File: src/rtl/log2_pkg.sv
// Shared types and default sizes for the floor(log2) block and its step datapath.
package log2_pkg;

  typedef enum logic [1:0] {
    IDLE = 2'd0,
    BUSY = 2'd1,
    DONE = 2'd2
  } state_e;

  localparam int unsigned default_width_lp     = 32;
  localparam int unsigned default_out_width_lp = 32;

endpackage

File: src/rtl/log2_step.sv
// One reduction step of the log2 search: shift the operand right by stride when anything
// survives the shift, folding the discarded bits into the sticky (inexact) flag.
module log2_step #(
  parameter int unsigned width_p = 32,
  parameter int unsigned cnt_w_p = 5
) (
  input  logic [width_p-1:0] operand_i,
  input  logic [cnt_w_p-1:0] count_i,
  input  logic               sticky_i,
  input  logic [cnt_w_p-1:0] stride_i,
  output logic [width_p-1:0] operand_o,
  output logic [cnt_w_p-1:0] count_o,
  output logic               sticky_o,
  output logic               done_o
);

  logic [width_p-1:0] shifted;
  logic [width_p-1:0] low_mask;

  assign shifted  = operand_i >> stride_i;
  assign low_mask = (width_p'(1) << stride_i) - width_p'(1);
  // done means the leading one is already at or below bit stride-1
  assign done_o   = (shifted == '0);

  always_comb begin
    operand_o = operand_i;
    count_o   = count_i;
    sticky_o  = sticky_i;
    if (!done_o) begin
      operand_o = shifted;
      count_o   = count_i + stride_i;
      sticky_o  = sticky_i | (|(operand_i & low_mask));
    end
  end

endmodule

File: src/rtl/log2.sv
// Multi-cycle floor(log2) with exact/zero flags; valid/ready in, valid/yumi out.
// Define LOG2_BSEARCH_EN for a fixed-latency binary search instead of the serial shift.
module log2
  import log2_pkg::*;
#(
  parameter int unsigned width_p     = default_width_lp,
  parameter int unsigned out_width_p = default_out_width_lp
) (
  input  logic                   clk_i,
  input  logic                   reset_n_i,
  input  logic [width_p-1:0]     data_i,
  input  logic                   v_i,
  output logic                   ready_o,
  output logic [out_width_p-1:0] data_o,
  output logic                   exact_o,
  output logic                   zero_o,
  output logic                   v_o,
  input  logic                   yumi_i
);

  localparam int unsigned lg_width_lp = $clog2(width_p);

  state_e                 state_q, state_d;
  logic [width_p-1:0]     operand_q, operand_d;
  logic [lg_width_lp-1:0] count_q, count_d;
  logic                   sticky_q, sticky_d;
  logic                   exact_q, exact_d;
  logic                   zero_q, zero_d;

  logic [width_p-1:0]     step_operand;
  logic [lg_width_lp-1:0] step_count;
  logic                   step_sticky;
  logic                   step_done;
  logic [lg_width_lp-1:0] stride;
  logic                   last_step;

`ifdef LOG2_BSEARCH_EN
  logic [lg_width_lp-1:0] stride_q, stride_d;
  logic                   unused_step_done;

  // fixed number of halving steps; early termination would break the constant latency
  assign stride           = stride_q;
  assign last_step        = (stride_q == lg_width_lp'(1));
  assign unused_step_done = step_done;
`else
  assign stride    = lg_width_lp'(1);
  assign last_step = step_done;
`endif

  log2_step #(
    .width_p (width_p),
    .cnt_w_p (lg_width_lp)
  ) u_step (
    .operand_i (operand_q),
    .count_i   (count_q),
    .sticky_i  (sticky_q),
    .stride_i  (stride),
    .operand_o (step_operand),
    .count_o   (step_count),
    .sticky_o  (step_sticky),
    .done_o    (step_done)
  );

  always_comb begin
    state_d   = state_q;
    operand_d = operand_q;
    count_d   = count_q;
    sticky_d  = sticky_q;
    exact_d   = exact_q;
    zero_d    = zero_q;
`ifdef LOG2_BSEARCH_EN
    stride_d  = stride_q;
`endif
    case (state_q)
      IDLE: begin
        if (v_i) begin
          count_d  = '0;
          sticky_d = 1'b0;
          exact_d  = 1'b0;
          if (data_i == '0) begin
            zero_d    = 1'b1;
            operand_d = '0;
            state_d   = DONE;
          end else begin
            zero_d    = 1'b0;
            operand_d = data_i;
            state_d   = BUSY;
`ifdef LOG2_BSEARCH_EN
            stride_d  = lg_width_lp'(width_p / 2);
`endif
          end
        end
      end
      BUSY: begin
        // a finishing step passes its inputs through unchanged, so step_sticky is final
        operand_d = step_operand;
        count_d   = step_count;
        sticky_d  = step_sticky;
`ifdef LOG2_BSEARCH_EN
        stride_d  = stride_q >> 1;
`endif
        if (last_step) begin
          exact_d = ~step_sticky;
          state_d = DONE;
        end
      end
      DONE: begin
        if (yumi_i) state_d = IDLE;
      end
      default: state_d = IDLE;
    endcase
  end

  always_ff @(posedge clk_i or negedge reset_n_i) begin
    if (!reset_n_i) begin
      state_q   <= IDLE;
      operand_q <= '0;
      count_q   <= '0;
      sticky_q  <= 1'b0;
      exact_q   <= 1'b0;
      zero_q    <= 1'b0;
`ifdef LOG2_BSEARCH_EN
      stride_q  <= '0;
`endif
    end else begin
      state_q   <= state_d;
      operand_q <= operand_d;
      count_q   <= count_d;
      sticky_q  <= sticky_d;
      exact_q   <= exact_d;
      zero_q    <= zero_d;
`ifdef LOG2_BSEARCH_EN
      stride_q  <= stride_d;
`endif
    end
  end

  assign ready_o = (state_q == IDLE);
  assign v_o     = (state_q == DONE);
  assign exact_o = exact_q;
  assign zero_o  = zero_q;

  always_comb begin
    data_o                  = '0;
    data_o[lg_width_lp-1:0] = count_q;
  end

endmodule

File: config.mk
export PLATFORM = sky130hd
export DESIGN_NAME = log2
export DESIGN_NICKNAME = d
export VERILOG_FILES = /design/src/rtl/log2_pkg.sv /design/src/rtl/log2_step.sv /design/src/rtl/log2.sv
export SDC_FILE = /design/constraint.sdc
export NUM_CORES = 1
export LEC_CHECK = 0
export CAP_MARGIN = 10
export CORE_MARGIN = 4
export CORE_UTILIZATION = 35
export DETAILED_ROUTE_END_ITERATION = 12
export SLEW_MARGIN = 20
export SYNTH_ARGS = -nofsm -noshare
export SYNTH_HDL_FRONTEND = slang
export SYNTH_HIERARCHICAL = 1
export SYNTH_SLANG_ARGS = --single-unit
File: constraint.sdc
create_clock -name clk_i -period 7 [get_ports clk_i]
set_input_delay 1.4 -clock clk_i [delete_from_list [all_inputs] [get_ports clk_i]]
set_output_delay 1.4 -clock clk_i [all_outputs]
set_load 0.02 [all_outputs]
# Word-level counts from Yosys, hierarchy flattened
# Index checks and enable logic that the tools add are counted.
[op_classes]
reduce_logical = 9
addsub = 1
n_mux = 18
eq_ne = 6
bitwise = 2
[ops]
columns = ["cell", "count"]
rows = [
  ["$mux 32", 3],
  ["$logic_not 32->1", 2],
  ["$pmux 32 s2", 1],
  ["$mux 5", 2],
  ["$pmux 5 s2", 1],
  ["$reduce_and 3->1", 3],
  ["$mux 2", 4],
  ["$ne 2x2->1 const B", 3],
  ["$pmux 2 s3", 1],
  ["$add 5x1->5 const B", 1],
  ["$mux 1", 4],
  ["$pmux 1 s2", 2],
  ["$reduce_and 2->1", 2],
  ["$eq 2x1->1 const B", 1],
  ["$eq 2x2->1 const B", 1],
  ["$logic_not 2->1", 1],
  ["$ne 2x1->1 const B", 1],
  ["$reduce_bool 2->1", 1],
  ["$not 1->1", 1],
  ["$or 1x1->1", 1],
]
[totals]
regBits = 42
wordCells = 42

# Logic depth before layout (Yosys ltp)
# Gate-level depths: netlist of run 1.
[depth]
word_depth = 5
mapped_depth = 18
mapped_depth_nobuf = 14

# Cells and area by module
# Netlist of run 1, hierarchy kept.
[modules_own_cells]
columns = ["mod", "cells_per_inst", "n_inst", "area_per_inst_um2", "seq_area_each_um2"]
rows = [
  ["log2_step", 454, 1, 3579.7, 0.0],
  ["log2", 250, 1, 2378.5, 1051.0],
]

# Worst setup path after synthesis of run 1
# No wires, ideal clock.
[synth_timing]
path_type = "flip-flop to flip-flop"
from = "register operand_q[9]"
to = "register count_q[0]"
t_arrival_ns = 2.870
path_stages_with_launch = 10
period_less_slack_ns = 2.991
setup_ns = 0.121
required_ns = 6.879
slack_ns = 4.009
path_cell_list = "dfrtp_1 -> mux4_2 -> mux4_2 -> a22oi_1 -> nand3_1 -> nor4_1 -> nand4_1 -> nor3_4 -> mux2_2 -> a22o_1"
[synth_via]
elab_chain_len = 3
[synth_lines]
columns = ["item", "line", "rtl"]
rows = [
  ["start, declared", "log2.sv:24", "logic [width_p-1:0] operand_q, operand_d;"],
  ["start signal, assigned", "log2.sv:127", "operand_q <= operand_d;"],
  ["$logic_not 32->1", "log2_step.sv:23", "assign done_o = (shifted == '0);"],
  ["$ne 2x2->1 (no source line)", "-", ""],
  ["$reduce_and 3->1 (no source line)", "-", ""],
  ["end signal, assigned", "log2.sv:128", "count_q <= count_d;"],
  ["end, declared", "log2.sv:25", "logic [lg_width_lp-1:0] count_q, count_d;"],
]
# No other way between the ends.
# A chain may end at the register's enable or synchronous reset.

# Final worst setup path of run 1
[layout_timing]
from = "register operand_q[15]"
to = "register operand_q[23]"
[layout_via]
elab_chain_len = 3
[layout_lines]
columns = ["item", "line", "rtl"]
rows = [
  ["$logic_not 32->1", "log2_step.sv:23", ""],
  ["via last_step", "log2.sv:35", "logic last_step;"],
  ["$ne 2x2->1 (no source line)", "-", ""],
  ["$reduce_and 3->1 (no source line)", "-", ""],
]
# The timed path passes the listed nets, and every way through them passes these cells.

==> flow_metrics.tcl, run 1 <==
set metrics [dict create \
    final_cell_mix "nand2_1, conb_1, clkdlybuf4s50_1, dfrtp_1, o21ai_0" \
    wl_mm 21.6 \
    ctsHoldBuffers 0 \
    final_common_cell "nand2_1" \
    place_hpwl_mm 15.0 \
    core-area_um2 16600 \
    cts_root_buf "clkbuf_16" \
    synth_top_area_share_pct 17.6 \
    cts_tree "built" \
    hold_path_depth 1 \
    synth_seq_cells 42 \
    reg2reg_depth 11 \
    cp_top_family "compound AO/OA/AOI/OAI gates" \
    cp.depth 11 \
    synth_edf_count 0 \
    synth.area.top_cells "dfrtp_1, mux4_2, mux2i_1" \
    slew_viol_final 0 \
    cp_max_fo 21 \
    drive_above_1_share_pct 13.8 \
    setup.worst_path.class "reg -> reg" \
    fin_crit_sh_pct 59.4 \
    layout_setup_ws_ps 2840 \
    die_y_um 138 \
    firstDrtPassIters 5 \
    grt_pass1_wl_mm 34.5 \
    ioPinCount 72 \
    htree_levels 2 \
    reg2reg_from "operand_q[15]" \
    synth_cell_types 80 \
    yosysTopAreaCell "dfrtp_1" \
    antenna_found_initial 0 \
    core.rowCount 47 \
    cp-end-kind "flip-flop" \
    synth_ff_type "dfrtp_1" \
    yosysSeqAreaShare_pct 17.6 \
    pre_cts_ws_ps 3030 \
    wire_per_inst_um 23.3 \
    synthCells 704 \
    relSlewSlack_pct 29.0 \
    required_ps 7210 \
    die_area_um2 19200 \
    path_cells "mux4_2 > a222oi_1 > o211ai_1 > a211oi_1 > nand4_1 > nor3_4 > buf_4 > o2bb2ai_1 > and2_1 > a31oi_1 > o21ai_2" \
    slowest_stage "nor3_4" \
    r2r-end "operand_q[23]" \
    synth_warnings 6 \
    clk_path_buf_depth 2 \
    powerDensity_nw_per_um2 336 \
    holdPathEnd "sticky_q" \
    grt_use_total_pct 21.8 \
    initial_utilization_pct 35.8 \
    max_freq_mhz 240 \
    reg2reg_slack_ps 2840 \
    start_kind "flip-flop" \
    via_per_inst 6.48 \
    clock_skew_ps 8.91 \
    tightest_slew_ps 1060 \
    post_cts_buffers 0 \
    rsz0062_at_grt "no" \
    n_antenna_cell 0 \
    period_minus_slack_ps 4160 \
    min_path_type "reg -> reg" \
    clk_pin_slew_worst_paths_ps 70 \
    ant_nets 0 \
    ir_drop_uv 205 \
    grt_max_degree 73 \
    syn_area_um2 5960 \
    worstPathArrival_ps 4370 \
    nets 751 \
    clock_latency_ps 290 \
    grt_overflow 0 \
    finalSetupTns_ps 0 \
    drc_errors 0 \
    gp_congestion 1.01 \
    drt_iter0_drc 856 \
    syn_avg_cell_area_um2 8.46 \
    ys_async_sr_fraction_pct 100 \
    cts_resized 0 \
    die_w_um 138 \
    hold_violations 0 \
    cts_sinks 42 \
    io_buffer_count 44 \
    min_from "sticky_q" \
    critPathMaxStageDelay_ps 760 \
    power_leakage_uw 0.00260 \
    cts_made_buffers 5 \
    crit_buf_inv 1 \
    drv_cap 0 \
    vias 6024 \
    setup_viol 0 \
    area_delta_synth_final_pct 8.25 \
    status "complete, no violations" \
    grt_pass1_vias 5732 \
]
stage by stage:
| stage | instances | power [µW] | cell area, µm² | util [%] | hold WS [ps] |
|---|---|---|---|---|---|
| floorplan | 748 | 1480 | 6120 | - | 452 |
| global placement | 922 | 1770 | 6250 | 37.5 | 486 |
| detailed placement | 922 | 1780 | 6250 | 37.5 | 485 |
| CTS | 930 | 2100 | 6450 | 38.7 | 511 |
| global route | 930 | 2300 | 6450 | 38.8 | 535 |
| finish | 930 | 2170 | 6450 | 38.8 | 507 |
cells in the mapped netlist (6+ instances only):
master,instances
nand2_1,62
dfrtp_1,42
o21ai_0,38
and2_1,35
mux2i_1,34
a31oi_1,33
mux4_2,32
buf_4,31
clkbuf_1,30
a21oi_1,29
nor2_1,28
mux2_2,20
a22o_1,17
a21o_1,16
o21ai_1,13
buf_6,12
a22oi_1,11
nand2_2,11
o21ai_2,11
nand3_1,10
nor3_1,10
nor4_1,10
o22ai_1,10
buf_2,9
buf_1,8
inv_1,8
nor2b_1,8
o211ai_1,8
nand2b_1,7
a211oi_1,6
and3_1,6
state kept, by name, indices dropped and copies added, names as in the netlist:
name and count:
exact_o 1, operand_q 32, zero_o 1, state_q 2, count_q 5, sticky_q 1
power breakdown:
part / internal (µW) / switching [µW] / leakage [µW] / total [µW]
Combinational: 554 / 666 / 0.00196 / 1220
Clock: 214 / 101 / 0.0000971 / 315
Sequential: 339 / 295 / 0.000545 / 635
Total: 1110 / 1060 / 0.00260 / 2170
kinds of logic (layout without fill, tap and decap cells):
| kind of cell | after synthesis | in the layout | synth area share (%) |
|---|---|---|---|
| other | 2 | 46 | 0.126 |
| muxes | 89 | 89 | 22.4 |
| xor gates and xnor gates | 5 | 5 | 0.735 |
| DFF | 42 | 42 | 17.6 |
| and+or+nand+nor | 209 | 209 | 18.1 |
| adders and majority gates | 6 | 6 | 1.39 |
| AOI/OAI and AO/OA | 244 | 244 | 28.5 |
| buffers and inverters | 107 | 69 | 11.2 |
routing by layer:
| layer | vias up | track usage, % | routed length, µm |
|---|---|---|---|
| met5 | - | 0 | 0 |
| met2 | 409 | 31.7 | 9320 |
| met1 | 2923 | 32.2 | 9320 |
| met3 | 54 | 4.70 | 2350 |
| met4 | 0 | 7.02 | 659 |
| li1 | 2638 | - | - |
how the worst max path moves through the flow:
| stage | from | end |
|---|---|---|
| after CTS | operand_q[15] | operand_q[18] |
| after floorplan | operand_q[9] | count_q[0] |
| after global routing | operand_q[15] | operand_q[28] |
| after global placement | operand_q[15] | operand_q[18] |
| after detailed placement | operand_q[24] | operand_q[18] |
| final | operand_q[15] | operand_q[23] |
layout make-up:
| class | count | area [µm²] |
|---|---|---|
| flip-flops and latches | 42 | 1050 |
| clock inverters | 2 | 60.1 |
| fillers | 1707 | 10200 |
| clock buffers | 6 | 139 |
| inverters | 13 | 48.8 |
| well taps | 220 | 275 |
| multi-input cells | 599 | 4410 |
| repair buffers | 48 | 468 |
(Power assumes the default switching activity.)
==> run 2, diff against run 1 <==
Clock period 7 ns to 3.9 ns, I/O delays scaled along.
==> flow_metrics.tcl, run 2 (synthesized netlist as in run 1, its figures left out) <==
set metrics [dict create \
    ant_nets 0 \
    core.rowCount 47 \
    power_uw 3920 \
    drv_cap 0 \
    htree_levels 2 \
    critPathMaxStageDelay_ps 530 \
    wl_mm 22.1 \
    ioPinCount 72 \
    relSlewSlack_pct 58.0 \
    clk_pin_slew_worst_paths_ps 70 \
    grt_use_total_pct 22.0 \
    max_freq_mhz 292 \
    grt_overflow 0 \
    largestRegisters "operand_q (32), count_q (5), state_q (2)" \
    power_leakage_uw 0.00269 \
    firstDrtPassIters 5 \
    finalSetupTns_ps 0 \
    place_hpwl_mm 15.5 \
    cts_sinks 42 \
    initial_utilization_pct 35.8 \
    slew_viol_final 0 \
    n_antenna_cell 0 \
    period_minus_slack_ps 3420 \
    status "complete, no violations" \
    final_cells 951 \
    slowest_stage "mux4_2" \
    die_area_um2 19200 \
    setup_viol 0 \
    cts_resized 0 \
    cts_made_buffers 5 \
    clock_latency_ps 290 \
    cp-end-kind "flip-flop" \
    via_per_inst 6.44 \
    utilization_pct 39.5 \
    io_buffer_count 44 \
    worstPathArrival_ps 3610 \
    clk_path_buf_depth 2 \
    largest_reg_flops 32 \
    grt_max_degree 73 \
    n_fill_cell 1684 \
    nets 772 \
    die_w_um 138 \
    vias 6120 \
    cts_root_buf "clkbuf_16" \
    die_y_um 138 \
    powerDensity_nw_per_um2 597 \
    ir_drop_uv 484 \
    rsz0062_at_grt "no" \
    setup.worst_path.class "reg -> reg" \
    antenna_found_initial 1 \
    cts_tree "built" \
    grt_pass1_vias 5846 \
    wire_per_inst_um 23.3 \
    top_register "operand_q" \
    hold_violations 0 \
    fin_hold_ws_ps 482 \
    drt_iter0_drc 813 \
    grt_pass1_wl_mm 34.3 \
    cp_common_cell "mux4_2" \
    tightest_slew_ps 629 \
    clock_skew_ps 5.75 \
    start_kind "flip-flop" \
    final_common_cell "nand2_1" \
    min_path_type "in -> async" \
    cp_max_fo 28 \
    final_cell_mix "nand2_1, conb_1, clkdlybuf4s50_1, dfrtp_1, o21ai_0" \
    area_delta_synth_final_pct 10.2 \
    path_cells "mux4_2 > mux4_2 > a22oi_1 > nand3_1 > nor4_1 > nand4_1 > nor3_4 > buf_12 > mux2_2 > a22o_1" \
    required_ps 4090 \
    drive_above_1_share_pct 16.3 \
    gp_congestion 1.08 \
    drc_errors 0 \
    core-area_um2 16600 \
    fin_crit_sh_pct 87.8 \
    post_cts_buffers 0 \
    dp_cells 943 \
    ctsHoldBuffers 0 \
]
run 2: cell count changes in the layout (fill, tap and decap cells not counted), sizes merged:
cell | previous run | this run
buf | 5 | 26
bufinv | 2 | 0
clkinv | 2 | 4
clkbuf | 6 | 5
clkinvlp | 0 | 1
run 2: per-layer routing:
metal	global-route usage [%]	share of wire [%]	vias to the layer above	routed length, µm
met5	0	0.059	-	13
met4	9.15	4.3	2	942
met3	4.87	11	76	2440
met2	32.9	43	446	9540
met1	30.9	42	2921	9200
li1	-	-	2675	-
run 2: path summary, 6_finish.rpt:
check,to,start,slack [ps],cells past startpoint
setup / recovery,count_q[0],operand_q[9],480,10
hold / removal,operand_q[16],reset_n_i,480,1
setup reg to reg,count_q[0],operand_q[9],480,10
hold reg to reg,sticky_q,sticky_q,500,1
max in group asynchronous,operand_q[2],reset_n_i,3020,1
min in group clk_i,sticky_q,sticky_q,500,1
run 2: final cells by class:
class	instances	area, µm²	share of cell area [%]
sequential	42	1050	16.0
timing repair buffer	69	638	9.72
tap	220	275	4.19
multi-input combinational	599	4410	67.1
clock inverter	3	21.3	0.324
clock buffer	5	125	1.91
inverter	13	48.8	0.743
run 2: stage by stage:
step	area, µm²	setup WS, ps
3_3_place_gp	6420	626
2_1_floorplan	6120	909
4_1_cts	6570	554
5_1_grt	6570	234
6_report	6570	476
3_5_place_dp	6420	581
run 2: where the power goes:
group          internal, µW  total (µW)  switching [µW]
Sequential              614         893             280
Clock                   238         430             193
Combinational          1110        2600            1490
run 2: worst max-delay path, delay by kind of cell (launching register included):
kind | cells | cell delay (ps)
buffers and inverters | 1 | 210
and+or+nand+nor | 4 | 870
DFF | 1 | 490
muxes | 3 | 1360
AOI/OAI and AO/OA | 2 | 380
